**src/rtl/lru_pkg.sv**
```systemverilog
// Shared types and helpers for the LRU-bit controller of the 2-way cache.
package lru_pkg;

  localparam int LRU_IDX_W    = 3;
  localparam int LRU_NUM_SETS = 1 << LRU_IDX_W;

  typedef enum logic {ST_INIT = 1'b0, ST_RUN = 1'b1} lru_state_t;
  typedef enum logic {OP_TOUCH = 1'b0, OP_VICTIM = 1'b1} lru_op_t;

  // New LRU bit: the accessed way becomes MRU, so the other way is stored.
  function automatic logic lru_fill(input lru_op_t op, input logic way, input logic cur);
    if (op == OP_VICTIM) begin
      lru_fill = ~cur;
    end else begin
      lru_fill = ~way;
    end
  endfunction

  function automatic logic lru_rsp_way(input lru_op_t op, input logic way, input logic cur);
    if (op == OP_VICTIM) begin
      lru_rsp_way = cur;
    end else begin
      lru_rsp_way = way;
    end
  endfunction

endpackage

```
**src/rtl/lru_ctrl_if.sv**
```systemverilog
// Request/response bundle for the two requesters (I-side = 0, D-side = 1).
interface lru_ctrl_if import lru_pkg::*; #(parameter int IDX_W = LRU_IDX_W) ();

  logic             req0_valid;
  logic             req0_ready;
  lru_op_t          req0_op;
  logic [IDX_W-1:0] req0_ix;
  logic             req0_way;
  logic             req1_valid;
  logic             req1_ready;
  lru_op_t          req1_op;
  logic [IDX_W-1:0] req1_ix;
  logic             req1_way;
  logic             rsp0_valid;
  logic             rsp1_valid;
  logic             rsp_way;

  modport master (
    output req0_valid, req0_op, req0_ix, req0_way,
    output req1_valid, req1_op, req1_ix, req1_way,
    input  req0_ready, req1_ready, rsp0_valid, rsp1_valid, rsp_way
  );

  modport slave (
    input  req0_valid, req0_op, req0_ix, req0_way,
    input  req1_valid, req1_op, req1_ix, req1_way,
    output req0_ready, req1_ready, rsp0_valid, rsp1_valid, rsp_way
  );

endinterface

```
**src/rtl/lru_ctrl_rr_arb2.sv**
```systemverilog
// Two-requester round-robin arbiter; the pointer names the requester preferred on a tie.
module rr_arb2 (
  input  logic       clk,
  input  logic       rst_n,
  input  logic [1:0] valid,
  output logic [1:0] grant
);

  logic rr_ptr_r;

  // One-hot grant from the valids and the preference pointer.
  always_comb begin
    grant = 2'b00;
    case (valid)
      2'b01:   grant = 2'b01;
      2'b10:   grant = 2'b10;
      2'b11:   grant = rr_ptr_r ? 2'b10 : 2'b01;
      default: grant = 2'b00;
    endcase
  end

  // After a grant the other requester becomes preferred.
  always_ff @(posedge clk or negedge rst_n) begin
    if (!rst_n) begin
      rr_ptr_r <= 1'b0;
    end else if (|grant) begin
      rr_ptr_r <= ~grant[1];
    end else begin
      rr_ptr_r <= rr_ptr_r;
    end
  end

endmodule

```
**src/rtl/lru_ctrl.sv**
```systemverilog
// LRU bit-array sequencer: clear sweep after reset/flush, then one arbitrated
// TOUCH/VICTIM per cycle with a registered response one cycle later.
module lru_ctrl import lru_pkg::*; #(
  parameter int IDX_W = LRU_IDX_W
) (
  input  logic             clk,
  input  logic             rst_n,
  input  logic             flush,
  output logic             init_done,
  lru_ctrl_if.slave        bus,
  output logic             arr_we,
  output logic [IDX_W-1:0] arr_ix,
  output logic             arr_din,
  input  logic             arr_dout
);

  localparam int               NUM_SETS = 1 << IDX_W;
  localparam logic [IDX_W-1:0] LAST_IX  = IDX_W'(NUM_SETS - 1);

  lru_state_t       state_r, state_nxt_s;
  logic [IDX_W-1:0] init_cnt_r, init_cnt_nxt_s;
  logic             run_s;
  logic [1:0]       valid_s, grant_s;
  lru_op_t          sel_op_s;
  logic [IDX_W-1:0] sel_ix_s;
  logic             sel_way_s;
  logic             rsp0_r, rsp1_r, rsp_way_r;

  assign run_s   = (state_r == ST_RUN);
  assign valid_s = {bus.req1_valid, bus.req0_valid} & {2{run_s}};

  rr_arb2 u_arb (
    .clk   (clk),
    .rst_n (rst_n),
    .valid (valid_s),
    .grant (grant_s)
  );

  assign sel_op_s  = grant_s[1] ? bus.req1_op  : bus.req0_op;
  assign sel_ix_s  = grant_s[1] ? bus.req1_ix  : bus.req0_ix;
  assign sel_way_s = grant_s[1] ? bus.req1_way : bus.req0_way;

  // Next state and sweep counter; flush always restarts the sweep at set 0.
  always_comb begin
    state_nxt_s    = state_r;
    init_cnt_nxt_s = init_cnt_r;
    case (state_r)
      ST_INIT: begin
        if (flush) begin
          init_cnt_nxt_s = '0;
        end else if (init_cnt_r == LAST_IX) begin
          state_nxt_s    = ST_RUN;
          init_cnt_nxt_s = '0;
        end else begin
          init_cnt_nxt_s = init_cnt_r + 1'b1;
        end
      end
      ST_RUN: begin
        if (flush) begin
          state_nxt_s    = ST_INIT;
          init_cnt_nxt_s = '0;
        end else begin
          state_nxt_s    = ST_RUN;
        end
      end
      default: begin
        state_nxt_s    = ST_INIT;
        init_cnt_nxt_s = '0;
      end
    endcase
  end

  // State and counter registers.
  always_ff @(posedge clk or negedge rst_n) begin
    if (!rst_n) begin
      state_r    <= ST_INIT;
      init_cnt_r <= '0;
    end else begin
      state_r    <= state_nxt_s;
      init_cnt_r <= init_cnt_nxt_s;
    end
  end

  // Array port mux: sweep clear, granted update, or idle read of req0_ix.
  always_comb begin
    arr_we  = 1'b0;
    arr_ix  = bus.req0_ix;
    arr_din = 1'b0;
    if (!run_s) begin
      arr_we = 1'b1;
      arr_ix = init_cnt_r;
    end else if (|grant_s) begin
      arr_we  = 1'b1;
      arr_ix  = sel_ix_s;
      arr_din = lru_fill(sel_op_s, sel_way_s, arr_dout);
    end else begin
      arr_we = 1'b0;
    end
  end

  // Response registers; rsp_way keeps its last value while idle.
  always_ff @(posedge clk or negedge rst_n) begin
    if (!rst_n) begin
      rsp0_r    <= 1'b0;
      rsp1_r    <= 1'b0;
      rsp_way_r <= 1'b0;
    end else begin
      rsp0_r <= grant_s[0];
      rsp1_r <= grant_s[1];
      if (|grant_s) begin
        rsp_way_r <= lru_rsp_way(sel_op_s, sel_way_s, arr_dout);
      end else begin
        rsp_way_r <= rsp_way_r;
      end
    end
  end

  assign bus.req0_ready = grant_s[0];
  assign bus.req1_ready = grant_s[1];
  assign bus.rsp0_valid = rsp0_r;
  assign bus.rsp1_valid = rsp1_r;
  assign bus.rsp_way    = rsp_way_r;
  assign init_done      = run_s;

endmodule

```
**src/flat_wrapper.sv**
```systemverilog
// flat-port wrapper written by rule: the top's interface ports become plain ports
module lru_ctrl_flat import lru_pkg::*;
#(
  parameter int IDX_W = LRU_IDX_W
)
  (clk, rst_n, flush, init_done, arr_we, arr_ix, arr_din, arr_dout, bus_req0_valid, bus_req0_op, bus_req0_ix, bus_req0_way, bus_req1_valid, bus_req1_op, bus_req1_ix, bus_req1_way, bus_req0_ready, bus_req1_ready, bus_rsp0_valid, bus_rsp1_valid, bus_rsp_way);
  lru_ctrl_if #(.IDX_W(IDX_W)) bus_i ();
  input  logic clk;
  input  logic rst_n;
  input  logic flush;
  output logic init_done;
  output logic arr_we;
  output logic [IDX_W-1:0] arr_ix;
  output logic arr_din;
  input  logic arr_dout;
  input wire logic [$bits(bus_i.req0_valid)-1:0] bus_req0_valid;
  input wire logic [$bits(bus_i.req0_op)-1:0] bus_req0_op;
  input wire logic [$bits(bus_i.req0_ix)-1:0] bus_req0_ix;
  input wire logic [$bits(bus_i.req0_way)-1:0] bus_req0_way;
  input wire logic [$bits(bus_i.req1_valid)-1:0] bus_req1_valid;
  input wire logic [$bits(bus_i.req1_op)-1:0] bus_req1_op;
  input wire logic [$bits(bus_i.req1_ix)-1:0] bus_req1_ix;
  input wire logic [$bits(bus_i.req1_way)-1:0] bus_req1_way;
  output wire logic [$bits(bus_i.req0_ready)-1:0] bus_req0_ready;
  output wire logic [$bits(bus_i.req1_ready)-1:0] bus_req1_ready;
  output wire logic [$bits(bus_i.rsp0_valid)-1:0] bus_rsp0_valid;
  output wire logic [$bits(bus_i.rsp1_valid)-1:0] bus_rsp1_valid;
  output wire logic [$bits(bus_i.rsp_way)-1:0] bus_rsp_way;
  assign bus_i.req0_valid = bus_req0_valid;
  assign bus_i.req0_op = bus_req0_op;
  assign bus_i.req0_ix = bus_req0_ix;
  assign bus_i.req0_way = bus_req0_way;
  assign bus_i.req1_valid = bus_req1_valid;
  assign bus_i.req1_op = bus_req1_op;
  assign bus_i.req1_ix = bus_req1_ix;
  assign bus_i.req1_way = bus_req1_way;
  assign bus_req0_ready = bus_i.req0_ready;
  assign bus_req1_ready = bus_i.req1_ready;
  assign bus_rsp0_valid = bus_i.rsp0_valid;
  assign bus_rsp1_valid = bus_i.rsp1_valid;
  assign bus_rsp_way = bus_i.rsp_way;
  lru_ctrl #(.IDX_W(IDX_W)) u_core (.clk(clk), .rst_n(rst_n), .flush(flush), .init_done(init_done), .bus(bus_i), .arr_we(arr_we), .arr_ix(arr_ix), .arr_din(arr_din), .arr_dout(arr_dout));
endmodule
```
**config.mk**
```make
export PLATFORM = sky130hd
export DESIGN_NAME = lru_ctrl_flat
export DESIGN_NICKNAME = d
export VERILOG_FILES = /design/src/rtl/lru_pkg.sv /design/src/rtl/lru_ctrl_if.sv /design/src/rtl/lru_ctrl_rr_arb2.sv /design/src/rtl/lru_ctrl.sv /design/src/flat_wrapper.sv
export SDC_FILE = /design/constraint.sdc
export NUM_CORES = 1
export LEC_CHECK = 0
export ABC_AREA = 1
export BUFFER_PORTS_ARGS = -buffer_cell sky130_fd_sc_hd__buf_2
export CAP_MARGIN = 0
export CORE_AREA = 10 10 47 49
export CTS_CLUSTER_SIZE = 40
export DETAILED_ROUTE_END_ITERATION = 8
export DIE_AREA = 0 0 57 59
export GPL_TIMING_DRIVEN = 0
export PLACE_DENSITY_LB_ADDON = 0.3
export SKIP_CTS_REPAIR_TIMING = 1
export SLEW_MARGIN = 15
export SYNTH_ARGS = -nofsm -noshare
export SYNTH_HDL_FRONTEND = slang
export SYNTH_SLANG_ARGS = --single-unit
```
**constraint.sdc**
```tcl
create_clock -name clk -period 1.6 [get_ports clk]
set_input_delay 0.32 -clock clk [delete_from_list [all_inputs] [get_ports clk]]
set_output_delay 0.32 -clock clk [all_outputs]
set_load 0.02 [all_outputs]
```
* Yosys cells after proc, flatten, opt, wreduce, memory -nomap -nowiden
Cells that the tools add are included.
Storage, ports and cells: flip-flop bits (word level) 8, output and inout port bits 11
Operators by class: $add $sub $neg 1, equality and inequality tests 5, muxes and demuxes 21, bitwise gates (word level) 5, reductions and logical operators 1
Operators by type and width (number):
- 3-bit 2-to-1 mux | 6
- 1-bit 2-to-1 mux | 11
- 2-bit case mux with 3 select lines | 1
- 3-bit case mux with 2 select lines | 1
- 2-bit == test (second input constant) | 2
- 1-bit NOT | 4
- 3-bit by 1-bit adder with 3-bit output (second input constant) | 1
- 3-bit == test (second input constant) | 1
- 2-bit AND | 1
- 2-bit by 1-bit == test with 1-bit output (second input constant) | 1
- 2-bit 2-to-1 mux | 1
- 2-bit inequality test (second input constant) | 1
- 1-bit case mux with 2 select lines | 1
- 2-bit OR reduction | 1

* Depth between registers and ports, before layout
word-level depth 8, gate-level depth with buffers 10, depth with buffers taken out 9

* By module
From an unflattened synthesis, not the netlist that was laid out.
Unflattened totals: cells, all modules 68, area, all modules 469.2 um^2
By module, submodules not included:
- lru_ctrl | times used 1, cells each 57, area an instance 404.1 um^2
- rr_arb2 | times used 1, cells each 11, area an instance 65.1 um^2

* Worst setup path after synthesis
Ideal clock, no wire load.
path type register to output, from reg u_core.state_r, in the netlist u_core.init_done, to out arr_ix[0], data arrival time 1.399 ns, required time 1.280 ns, path slack -0.119 ns, cell stages (with the launch flop) 8, path buffers 1, cell sequence dfrtp_1 -> buf_6 -> nand2_1 -> inv_1 -> o21ai_4 -> inv_2 -> o21ai_0 -> o22ai_1
Between the ends: cells in the longest elaborated chain, start to end 6, elaborated cells between the ends (all ways) 9
Ends and longest elaborated chain:
- start: declaration | RTL line lru_ctrl.sv:20 | lru_state_t state_r, state_nxt_s;
- start signal: assignment | RTL line lru_ctrl.sv:79 | state_r <= state_nxt_s;
- 2-bit AND * | RTL line lru_ctrl.sv:30 | assign valid_s = {bus.req1_valid, bus.req0_valid} & {2{run_s}};
- 2-bit == test / 2-bit by 1-bit == test with 1-bit output (equally long branches) | RTL line lru_ctrl_rr_arb2.sv:14 | case (valid)
- 2-bit case mux with 3 select lines * | RTL line lru_ctrl_rr_arb2.sv:14
- named net bus_req1_ready | RTL line flat_wrapper.sv:25 | output wire logic [$bits(bus_i.req1_ready)-1:0] bus_req1_ready;
- 3-bit 2-to-1 mux / 2-bit OR reduction (equally long branches) | RTL line lru_ctrl.sv:40, lru_ctrl.sv:92
- 3-bit 2-to-1 mux * | RTL line lru_ctrl.sv:92 | end else if (|grant_s) begin
- 3-bit 2-to-1 mux * | RTL line lru_ctrl.sv:89 | if (!run_s) begin
- end: declaration | RTL line flat_wrapper.sv:13 | output logic [IDX_W-1:0] arr_ix;
The timed path passes the listed nets; every way through them passes the cells marked *.

* Final worst setup path
from reg u_core.state_r, in the netlist u_core.init_done, to out arr_ix[0]
Between the ends: cells in the longest elaborated chain, start to end 6, elaborated cells between the ends (all ways) 9
Ends and longest elaborated chain (RTL line):
- 2-bit AND | lru_ctrl.sv:30
- 2-bit == test / 2-bit by 1-bit == test with 1-bit output (equally long branches) | lru_ctrl_rr_arb2.sv:14
- 2-bit case mux with 3 select lines | lru_ctrl_rr_arb2.sv:14
- 3-bit 2-to-1 mux / 2-bit OR reduction (equally long branches) | lru_ctrl.sv:40, lru_ctrl.sv:92
- 3-bit 2-to-1 mux | lru_ctrl.sv:92
- 3-bit 2-to-1 mux * | lru_ctrl.sv:89
Every way passes the cells marked *; elsewhere a longest branch is shown, timed or not.

==> results by group <==
Timing
  • Final hold violation count: 0
  • Hold Slack: 0.230 ns
  • Final setup TNS: -1.03 ns
  • RSZ-0062 raised after global routing: yes
  • Worst-Margin Slew: about 0.21 ns
  • Clock Skew: approximately 0.017 ns
  • Setup WS post-layout: -0.234 ns
  • Tcrit/Tclk final: 115%
  • # setup viols final: 5
  • Final Max Slew Viols: 0
  • F_max: 545 MHz
  • Final min period: about 1.8 ns
  • Worst slew margin: 85.8%

Critical path
  • Reg2reg end: u_core.bus.rsp_way$_DFFE_PN0N_
  • Worst R2R Path Depth: 8
  • Crit path kind: reg -> out
  • Critical Path Slowest Stage Cell: dfrtp_2
  • WP data arrival: about 1.5 ns
  • Critical Path End: arr_ix[0]
  • Critical Path Fanout Max: 7
  • FF-to-FF Start: u_core.init_done$_DFF_PN0_
  • Critical Path End Type: output pin
  • Critical path required time: ~1.3 ns
  • CP startpoint kind: register
  • Reg2Reg Setup Slack: 0.37 ns
  • CP max stage delay: 0.37 ns
  • Critical path launch point: u_core.init_done$_DFF_PN0_
  • Critical path cell sequence: buf_8 -> nand2_8 -> o21ai_4 -> buf_4 -> nor2_1 -> o22ai_2 -> buf_2

Synth
  • Seq/Total Area, Yosys: 41.6%
  • Most frequent cell after synthesis: nand2_1
  • Post-synth top cells: nand2_1 (19), inv_1 (10), dfrtp_1 (8), nand3_1 (7), a21oi_1 (6)
  • Ys async rst share: between 90% and 100%
  • Cell taking the most area after synthesis: dfrtp_1
  • Unique masters post-synth: 15
  • Ranking of synthesized cells by area: dfrtp_1 (42%), nand2_1 (15%), inv_1 (7.8%)
  • Number of synthesized flops with an enable pin: 0
  • Ys flop type: dfrtp_1
  • Syn Std Cell Area: 482 um2
  • Syn avg cell area: ~7.5 um2
  • Syn nets: 82
  • Mapped Cells: between 60 and 70
  • Syn. warnings: 0
  • Synth top area share: between 40 and 50%
  • #FFs+latches synth: 8

Detailed routing
  • Drt first pass iters: 5
  • Vias: 559
  • Drt drc: 0
  • Vias per inst: 4.70
  • Drt wl/cell: between 10 and 15 um
  • 1st-iter DRT viols: 3
  • Routed Antenna Nets: 0
  • Routed Wire Length: 1.56 mm

Finish
  • Post-Layout Inst Area: 823 um2
  • Reg area: 201 um2
  • FILL cells: 136
  • Layout Utilization: roughly three fifths
  • Nets: 122
  • Share of post-route cells with drive strength above 1: 57.3%
  • Area occupied by multi-input gates: 298 um2
  • Number of diodes: 0
  • Area delta synth->final: 70.9%

Power and ir drop
  • Power per cell area: 668 nW/um2
  • IR Drop Worst-Case VDD: 0.380 mV
  • Pleak: 0.464 nW

Placed design
  • Hpwl dp: 1.10 mm
  • GP Congestion: 0.719
  • PortBufs: 26
  • Placed Area: 657 um2
  • Pre-CTS WS: -0.0196 ns

Clock tree
  • Clk slew on worst S/H paths: 0.07 ns
  • CTS tree: built
  • Sink Count: 8
  • Root Buffer Master: clkbuf_4
  • H-tree Lvls: 1
  • Clk_lat worst skew: approximately 0.26 ns
  • Clock Path Buffers: 2
  • TritonCTS buffer count: 3

Worst hold path
  • Hold WC Path Type: in -> reg

GRT
  • First-pass GRT wire length: approximately 2.3 mm
  • Antenna violations before repair: 0
  • Vias in the first global route: ~550
  • Overflow after GRT: 0
  • Largest net degree at the start of global routing: 11
  • Gr usage total: 8.42%

Floorplan
  • Starting density of the core: 34.4%
  • Die Ht: 59 um
  • Die ar.: approximately 3400 um2
  • Die Width: ~57 um
  • Io pins: 27
  • Row Count: 14
  • Core ar.: about 1400 um2

Job
  • Max cap viols: 0

Run status
  • Status: complete, but fails checks
  • Violated checks: negative setup slack
==> worst max-delay path, delay by kind of cell, from the launching register on <==
kind                   cells  cell delay [ns]
flip-flops                 1             0.37
AND/OR/NAND/NOR            2             0.10
AO/OA/AOI/OAI              2             0.31
buffers and inverters      3             0.46
==> routing by layer <==
layer	vias up	part of all wire, %	track usage, %
li1	285	-	-
met1	255	39	8.65
met2	17	51	13.0
met3	2	9.3	6.22
met4	0	0.38	3.02
met5	-	0	0
==> power by group <==
part           total, mW  internal [mW]  switching [mW]
Sequential         0.248          0.226          0.0224
Combinational      0.129         0.0558          0.0736
Clock              0.173         0.0956          0.0773
==> flip-flops by register name, indices dropped and copies added (netlist names) <==
register / flops
u_core.bus.rsp1_valid: 1
u_core.bus.rsp0_valid: 1
u_core.bus.rsp_way: 1
u_core.init_cnt_r: 3
u_core.u_arb.rr_ptr_r: 1
u_core.init_done: 1
==> worst min-delay path by stage <==
stage | start | end | slack [ns] | cells after the start
after floorplan | rst_n | u_core.bus.rsp0_valid$_DFF_PN0_ | 0.02 | 0
after global placement | rst_n | u_core.init_cnt_r[0]$_DFFE_PN0P_ | 0.18 | 1
after detailed placement | rst_n | u_core.init_cnt_r[0]$_DFFE_PN0P_ | 0.18 | 1
after CTS | rst_n | u_core.bus.rsp1_valid$_DFF_PN0_ | -0.11 | 1
after global routing | flush | u_core.init_done$_DFF_PN0_ | 0.22 | 2
final | flush | u_core.init_done$_DFF_PN0_ | 0.23 | 2
==> cell type report <==
cell class              count  area share [%]
multi-input cells          44            36.2
flip-flops and latches      8            24.5
repair buffers             35            26.4
plain buffers               1            1.82
well taps                  16            2.43
inverters                  11            5.47
clock buffers               4            3.19
==> through the flow <==
stage / instances / total power, mW
finish: 119 / 0.550
global route: 119 / 0.595
CTS: 110 / 0.547
detailed placement: 106 / 0.368
global placement: 106 / 0.364
floorplan: 64 / 0.316
==> placed cells by master, fill, tap and decap left out <==
cell type	count
buf_4	10
nand2_8	1
buf_6	2
a21oi_1	2
ha_1	2
a21oi_2	2
buf_2	22
clkinvlp_4	1
inv_2	3
o21ai_4	1
o21ai_2	1
nand3_2	1
buf_8	1
clkbuf_1	1
dfrtp_1	7
nand2_1	14
a211oi_1	1
inv_1	7
a21oi_4	2
dlygate4sd3_1	1
o22ai_2	1
nor2_2	1
clkbuf_4	3
nand3_1	6
nand2_2	6
nor2_1	3
dfrtp_2	1
==> cell families (layout without fill, tap and decap cells) <==
group / Yosys count / after routing / synth area share [%]
fa+ha+maj: 2 / 2 / 5.19
simple gates: 32 / 32 / 28.8
flops: 8 / 8 / 41.6
compound gates: 10 / 10 / 13.5
buf+inv: 12 / 51 / 10.9
Power figures use the tool's default switching activity.
